## src/rtl/exec_pkg.sv

```systemverilog
// Shared EX-stage definitions: default widths, ALU opcodes and forward-select codes.
// The decode control unit imports the same package, so these encodings are shared.
package exec_pkg;

   localparam int DEF_DATA_W = 18;
   localparam int DEF_PC_W   = 9;
   localparam int DEF_REG_AW = 5;

   localparam logic [2:0] ALU_ADD = 3'b000;
   localparam logic [2:0] ALU_SUB = 3'b001;
   localparam logic [2:0] ALU_AND = 3'b010;
   localparam logic [2:0] ALU_OR  = 3'b011;
   localparam logic [2:0] ALU_XOR = 3'b100;
   localparam logic [2:0] ALU_SHL = 3'b101;
   localparam logic [2:0] ALU_SHR = 3'b110;
   localparam logic [2:0] ALU_SLT = 3'b111;

   // Code 2'b11 is unused by the hazard unit and behaves like FWD_REG.
   localparam logic [1:0] FWD_REG = 2'b00;
   localparam logic [1:0] FWD_WB  = 2'b01;
   localparam logic [1:0] FWD_MEM = 2'b10;

endpackage

```

## src/rtl/alu_core.sv

```systemverilog
// Combinational ALU for the EX stage; all arithmetic wraps modulo 2^W.
// Shifts use b[4:0]; amounts of W or more naturally shift everything out to zero.
module alu_core
   import exec_pkg::*;
#(
   parameter int W = DEF_DATA_W
) (
   input  logic [W-1:0] a,
   input  logic [W-1:0] b,
   input  logic [2:0]   ctrl,
   output logic [W-1:0] result,
   output logic         zero
);

   logic [4:0] shamt;

   assign shamt = b[4:0];

   always_comb begin
      result = '0;
      case (ctrl)
         ALU_ADD: result = a + b;
         ALU_SUB: result = a - b;
         ALU_AND: result = a & b;
         ALU_OR:  result = a | b;
         ALU_XOR: result = a ^ b;
         ALU_SHL: result = a << shamt;
         ALU_SHR: result = a >> shamt;
         ALU_SLT: result = {{(W-1){1'b0}}, ($signed(a) < $signed(b))};
         default: result = '0;
      endcase
   end

   assign zero = (result == '0);

endmodule

```

## src/rtl/execute_cycle.sv

```systemverilog
// EX stage: operand forwarding, ALU, branch resolution and the EX/MEM pipeline register.
// Branch outputs are combinational so fetch can redirect in the same cycle.
module execute_cycle
   import exec_pkg::*;
#(
   parameter int DATA_W = DEF_DATA_W,
   parameter int PC_W   = DEF_PC_W,
   parameter int REG_AW = DEF_REG_AW
) (
   input  logic              clk,
   input  logic              rst,
   input  logic              RegWriteE,
   input  logic              ALUSrcE,
   input  logic              MemWriteE,
   input  logic              ResultSrcE,
   input  logic              BranchE,
   input  logic [2:0]        ALUControlE,
   input  logic [DATA_W-1:0] RD1_E,
   input  logic [DATA_W-1:0] RD2_E,
   input  logic [DATA_W-1:0] Imm_Ext_E,
   input  logic [REG_AW-1:0] RD_E,
   input  logic [PC_W-1:0]   PCE,
   input  logic [PC_W-1:0]   PCPlus4E,
   input  logic [1:0]        RGB_E,
   input  logic [1:0]        ForwardAE,
   input  logic [1:0]        ForwardBE,
   input  logic [DATA_W-1:0] ResultW,
   input  logic              StallM,
   input  logic              FlushM,
   output logic              PCSrcE,
   output logic [PC_W-1:0]   PCTargetE,
   output logic              RegWriteM,
   output logic              MemWriteM,
   output logic              ResultSrcM,
   output logic [DATA_W-1:0] ALUResultM,
   output logic [DATA_W-1:0] WriteDataM,
   output logic [REG_AW-1:0] RD_M,
   output logic [PC_W-1:0]   PCPlus4M,
   output logic [1:0]        RGB_M
);

   logic [DATA_W-1:0] src_a;
   logic [DATA_W-1:0] fwd_b;
   logic [DATA_W-1:0] src_b;
   logic [DATA_W-1:0] alu_result;
   logic              alu_zero;

   // FWD_MEM reads the live EX/MEM register, which is the held value during a stall.
   always_comb begin
      src_a = RD1_E;
      case (ForwardAE)
         FWD_WB:  src_a = ResultW;
         FWD_MEM: src_a = ALUResultM;
         default: src_a = RD1_E;
      endcase
   end

   always_comb begin
      fwd_b = RD2_E;
      case (ForwardBE)
         FWD_WB:  fwd_b = ResultW;
         FWD_MEM: fwd_b = ALUResultM;
         default: fwd_b = RD2_E;
      endcase
   end

   assign src_b = ALUSrcE ? Imm_Ext_E : fwd_b;

   alu_core #(
      .W (DATA_W)
   ) u_alu (
      .a      (src_a),
      .b      (src_b),
      .ctrl   (ALUControlE),
      .result (alu_result),
      .zero   (alu_zero)
   );

   assign PCSrcE    = BranchE & alu_zero;
   assign PCTargetE = PCE + Imm_Ext_E[PC_W-1:0];

   // Flush turns the instruction into a bubble by killing only its side-effecting controls.
   always_ff @(posedge clk or negedge rst) begin
      if (!rst) begin
         RegWriteM <= 1'b0;
         MemWriteM <= 1'b0;
      end else if (FlushM) begin
         RegWriteM <= 1'b0;
         MemWriteM <= 1'b0;
      end else if (!StallM) begin
         RegWriteM <= RegWriteE;
         MemWriteM <= MemWriteE;
      end
   end

   always_ff @(posedge clk or negedge rst) begin
      if (!rst) begin
         ResultSrcM <= 1'b0;
         ALUResultM <= '0;
         WriteDataM <= '0;
         RD_M       <= '0;
         PCPlus4M   <= '0;
         RGB_M      <= '0;
      end else if (!StallM) begin
         ResultSrcM <= ResultSrcE;
         ALUResultM <= alu_result;
         WriteDataM <= fwd_b;
         RD_M       <= RD_E;
         PCPlus4M   <= PCPlus4E;
         RGB_M      <= RGB_E;
      end
   end

endmodule

```

## config.mk

```make
export PLATFORM = sky130hd
export DESIGN_NAME = execute_cycle
export DESIGN_NICKNAME = d
export VERILOG_FILES = /design/src/rtl/exec_pkg.sv /design/src/rtl/alu_core.sv /design/src/rtl/execute_cycle.sv
export SDC_FILE = /design/constraint.sdc
export NUM_CORES = 1
export LEC_CHECK = 0
export ABC_AREA = 1
export CAP_MARGIN = 20
export CELL_PAD_IN_SITES_DETAIL_PLACEMENT = 1
export CELL_PAD_IN_SITES_GLOBAL_PLACEMENT = 1
export CORE_MARGIN = 1
export CORE_UTILIZATION = 36
export DETAILED_ROUTE_END_ITERATION = 6
export PLACE_DENSITY_LB_ADDON = 0.12
export SYNTH_ARGS = -nofsm -noshare
export SYNTH_HDL_FRONTEND = slang
export SYNTH_SLANG_ARGS = --single-unit
```

## constraint.sdc

```tcl
create_clock -name clk -period 6.45 [get_ports clk]
set_input_delay 1.29 -clock clk [delete_from_list [all_inputs] [get_ports clk]]
set_output_delay 1.29 -clock clk [all_outputs]
set_load 0.05 [all_outputs]
```

==> flow_summary_export.csv <==
group,metric,value,unit
power,vdd_ir_drop_max,134,uV
setup_path,critPathSlowestCell,"ha_4",
grt,grt_first_pass_wirelength,70400,um
setup_path,critPathLaunchType,"input port",
yosys,yosysUniqueCellTypes,53,
die,start_util,36.9,%
route,antenna_left,0,
yosys,syn_avg_cell_area,5.86,um^2
setup_path,regToRegEndpoint,"ALUResultM[10]$_DFFE_PN0N_",
die,io_pins,178,
sta,worst_clock_skew,0.00966,ns
grt,grt_pass1_vias,12500,
route,drt-met1-wl,17600,um
yosys,yosys.area_share.adder,11.1,%
yosys,synth_fp_nets,1562,
route,drt_iter0_drc,912,
sta,setup_viol,0,
setup_path,worstSetupPathType,"input port to primary output",
setup_path,slowest_delay,0.32,ns
yosys,synth-xor-area-share,1.52,%
setup_path,path_common_cell,"inv_1",
grt,gr-total-overflow,0,
route,vias,11800,
route,route.met3.wl,3440,um
yosys,synth_mux_area_share,0,%
die,core_area,21900,um^2
power,leakage,6.08,nW
cts,cts_sinks,55,
setup_path,cp_max_fo,24,
sta,timing.final.crit_share,99.1,%
yosys,synth_enable_flop_cells,0,
cts,insertion_delay,0.33,ns
setup_path,crit_cells,26,
setup_path,required,5.16,ns
setup_path,arrival,5.10,ns
sta,worst_pin_slew,0.800,ns
finish,design_area,12400,um^2
yosys,synth_top_family_by_area,"simple AND/OR/NAND/NOR gates",
setup_path,crit_path_start,"ForwardAE[0]",
grt,track_usage,39.0,%
route,dr_wl_met2,22400,um
finish,fill_cells,2962,
yosys,synthCells,1379,
yosys,ys_ff_latch,55,
sta,hold_violations,0,
yosys,synth_compound_area_share,17.8,%
min_path,min-delay-path-class,"flop to flop",
yosys,ys.flop_type,"dfrtp_1",
setup_path,critPathTopFamily,"buffers and inverters",
flow_run,drv_cap,0,
yosys,synth.most_common_cell,"nand2_1",
yosys,yosysTopAreaCellShare,20.3,%
die,fp.dieW,152,um
yosys,yosys.area_share.simple,41.9,%
power,p_per_area,231,nW/um^2
route,firstDrtPassIters,5,
cts,cts-root-buf,"clkbuf_16",
yosys,synth_seq_area_share,17.0,%
setup_path,path_buf_inv,11,
place,placed_area,11600,um^2
grt,grt_max_degree,69,
sta,slew_violations,0,
grt,antenna_found_initial,1,
cts,hold_buffers,0,
cts,cts_buffer_depth,2,
die,die-area,23000,um^2
finish,nets,1918,
cts,cts.htree.levels,2,
finish,area_growth,53.3,%
status,status,"completed",
route,vias_per_cell,5.84,
route,postRouteWirelength,46800,um
setup_path,r2r_cells,19,
cts,tritoncts,"yes",
yosys,synth_largest_area_cell,"nand2_1",
sta,slew_headroom,46.7,%
setup_path,ff2ff_setup_slack,3.14,ns
setup_path,critPathCapture,"PCSrcE",
cts,numCtsBuffers,5,
sta,fmax,0.156,GHz
finish,drive_above_1_share,23.8,%
yosys,syn_area,8080,um^2
yosys,synthArstFlopShare,100,%
setup_path,end_kind,"primary output",
route,wl_per_cell,23.2,um
setup_path,rr_startpoint,"ALUResultM[7]$_DFFE_PN0N_",
yosys,yosys_warnings,0,
sta,tns,0,ns
place,dpl.hpwl,34700,um
route,top_layer,"met4",
route,post-route-drc-count,0,
place,port_buffers,177,
sta,period_minus_slack,6.39,ns
yosys,synth_commonest_cells,"nand2_1 (437), nand3_1 (184), inv_1 (126)",
place,place_congestion,1.01,
cts,path_clk_slew,0.08,ns
die,num_rows,54,
yosys,synth_area_leaders,"nand2_1 (20%), dfrtp_1 (17%), nand3_1 (11%)",
die,chipHeight,152,um
## cells by family after synthesis
| logic type | after synthesis |
|---|---|
| compound gates | 252 |
| simple gates | 787 |
| flops | 55 |
| xor+xnor | 14 |
| fa+ha+maj | 70 |
| buf+inv | 201 |
## through the flow
step	setup slack, ns	hold slack (ns)	total power (W)	cells	utilization [%]
finish	0.0585	0.487	0.00286	2017	56.6
CTS	0.00256	0.494	0.00268	2009	55.2
global placement	-0.335	0.461	0.00222	1993	52.8
global route	-0.0405	0.520	0.00299	2017	56.6
detailed placement	-0.516	0.469	0.00228	1993	52.8
floorplan	0.259	0.760	0.00141	1379	-
## area by class of cell
cell class              instances  area [um^2]  share of cell area (%)
clock buffers                   5          125                    1.01
inverters                     144          548                    4.42
clock inverters                 3         31.3                   0.253
repair buffers                406         3580                    28.9
flip-flops and latches         55         1380                    11.1
multi-input cells            1123         6370                    51.4
diodes                          1         2.50                  0.0202
well taps                     280          350                    2.83
## flip-flops by register name, summed over array words and instances, names as in the netlist
name,count
ALUResultM,18
MemWriteM,1
PCPlus4M,9
RD_M,5
RGB_M,2
RegWriteM,1
ResultSrcM,1
WriteDataM,18
## tightest hold or removal path, cell delays in order, from the launching register on
cell and delay, ns:
dfrtp_1 0.35, nand2_1 0.06, nand2_1 0.05
## worst min-delay path by stage
| stage | from | endpoint | slack [ns] | cells past startpoint |
|---|---|---|---|---|
| global route | RD_M[4]$_DFFE_PN0N_ | RD_M[4]$_DFFE_PN0N_ | 0.52 | 2 |
| CTS | PCPlus4M[5]$_DFFE_PN0N_ | PCPlus4M[5]$_DFFE_PN0N_ | 0.49 | 2 |
| detailed placement | PCPlus4M[8]$_DFFE_PN0N_ | PCPlus4M[8]$_DFFE_PN0N_ | 0.47 | 2 |
| finish | PCPlus4M[5]$_DFFE_PN0N_ | PCPlus4M[5]$_DFFE_PN0N_ | 0.49 | 2 |
| global placement | PCPlus4M[3]$_DFFE_PN0N_ | PCPlus4M[3]$_DFFE_PN0N_ | 0.46 | 2 |
| floorplan | PCPlus4M[0]$_DFFE_PN0N_ | PCPlus4M[0]$_DFFE_PN0N_ | 0.76 | 2 |
## report_power, final
part	internal [W]	switching [W]	total (W)
Clock	0.000151	0.000167	0.000318
Sequential	0.000395	0.0000484	0.000444
Combinational	0.000814	0.00129	0.00210
Total	0.00136	0.00150	0.00286
## per-layer routing
layer,up-vias,GRT usage (%)
li1,5240,-
met1,5723,45.6
met2,592,66.7
met3,233,6.13
met4,0,24.2
met5,-,0
## what timing repair did
action	CTS	global route
setup buffers	8	7
endpoints found under the setup margin	1	1
gates resized for setup	94	77
pin swaps	21	29
## cells in the final DEF, fill, tap and decap left out, types with 22 or more instances in the layout
| master | netlist | layout |
|---|---|---|
| ha_1 | 67 | 52 |
| clkdlybuf4s50_1 | 0 | 170 |
| nor2_2 | 5 | 27 |
| nand3_1 | 184 | 173 |
| dfrtp_1 | 55 | 55 |
| nand2_2 | 12 | 27 |
| nand2_1 | 437 | 421 |
| nor2_1 | 100 | 73 |
| a21oi_1 | 78 | 61 |
| o21ai_2 | 7 | 23 |
| buf_4 | 5 | 222 |
| inv_1 | 126 | 120 |
| o21ai_0 | 101 | 73 |
| o21ai_1 | 11 | 22 |
No activity file was read; power rests on OpenSTA's default activity.
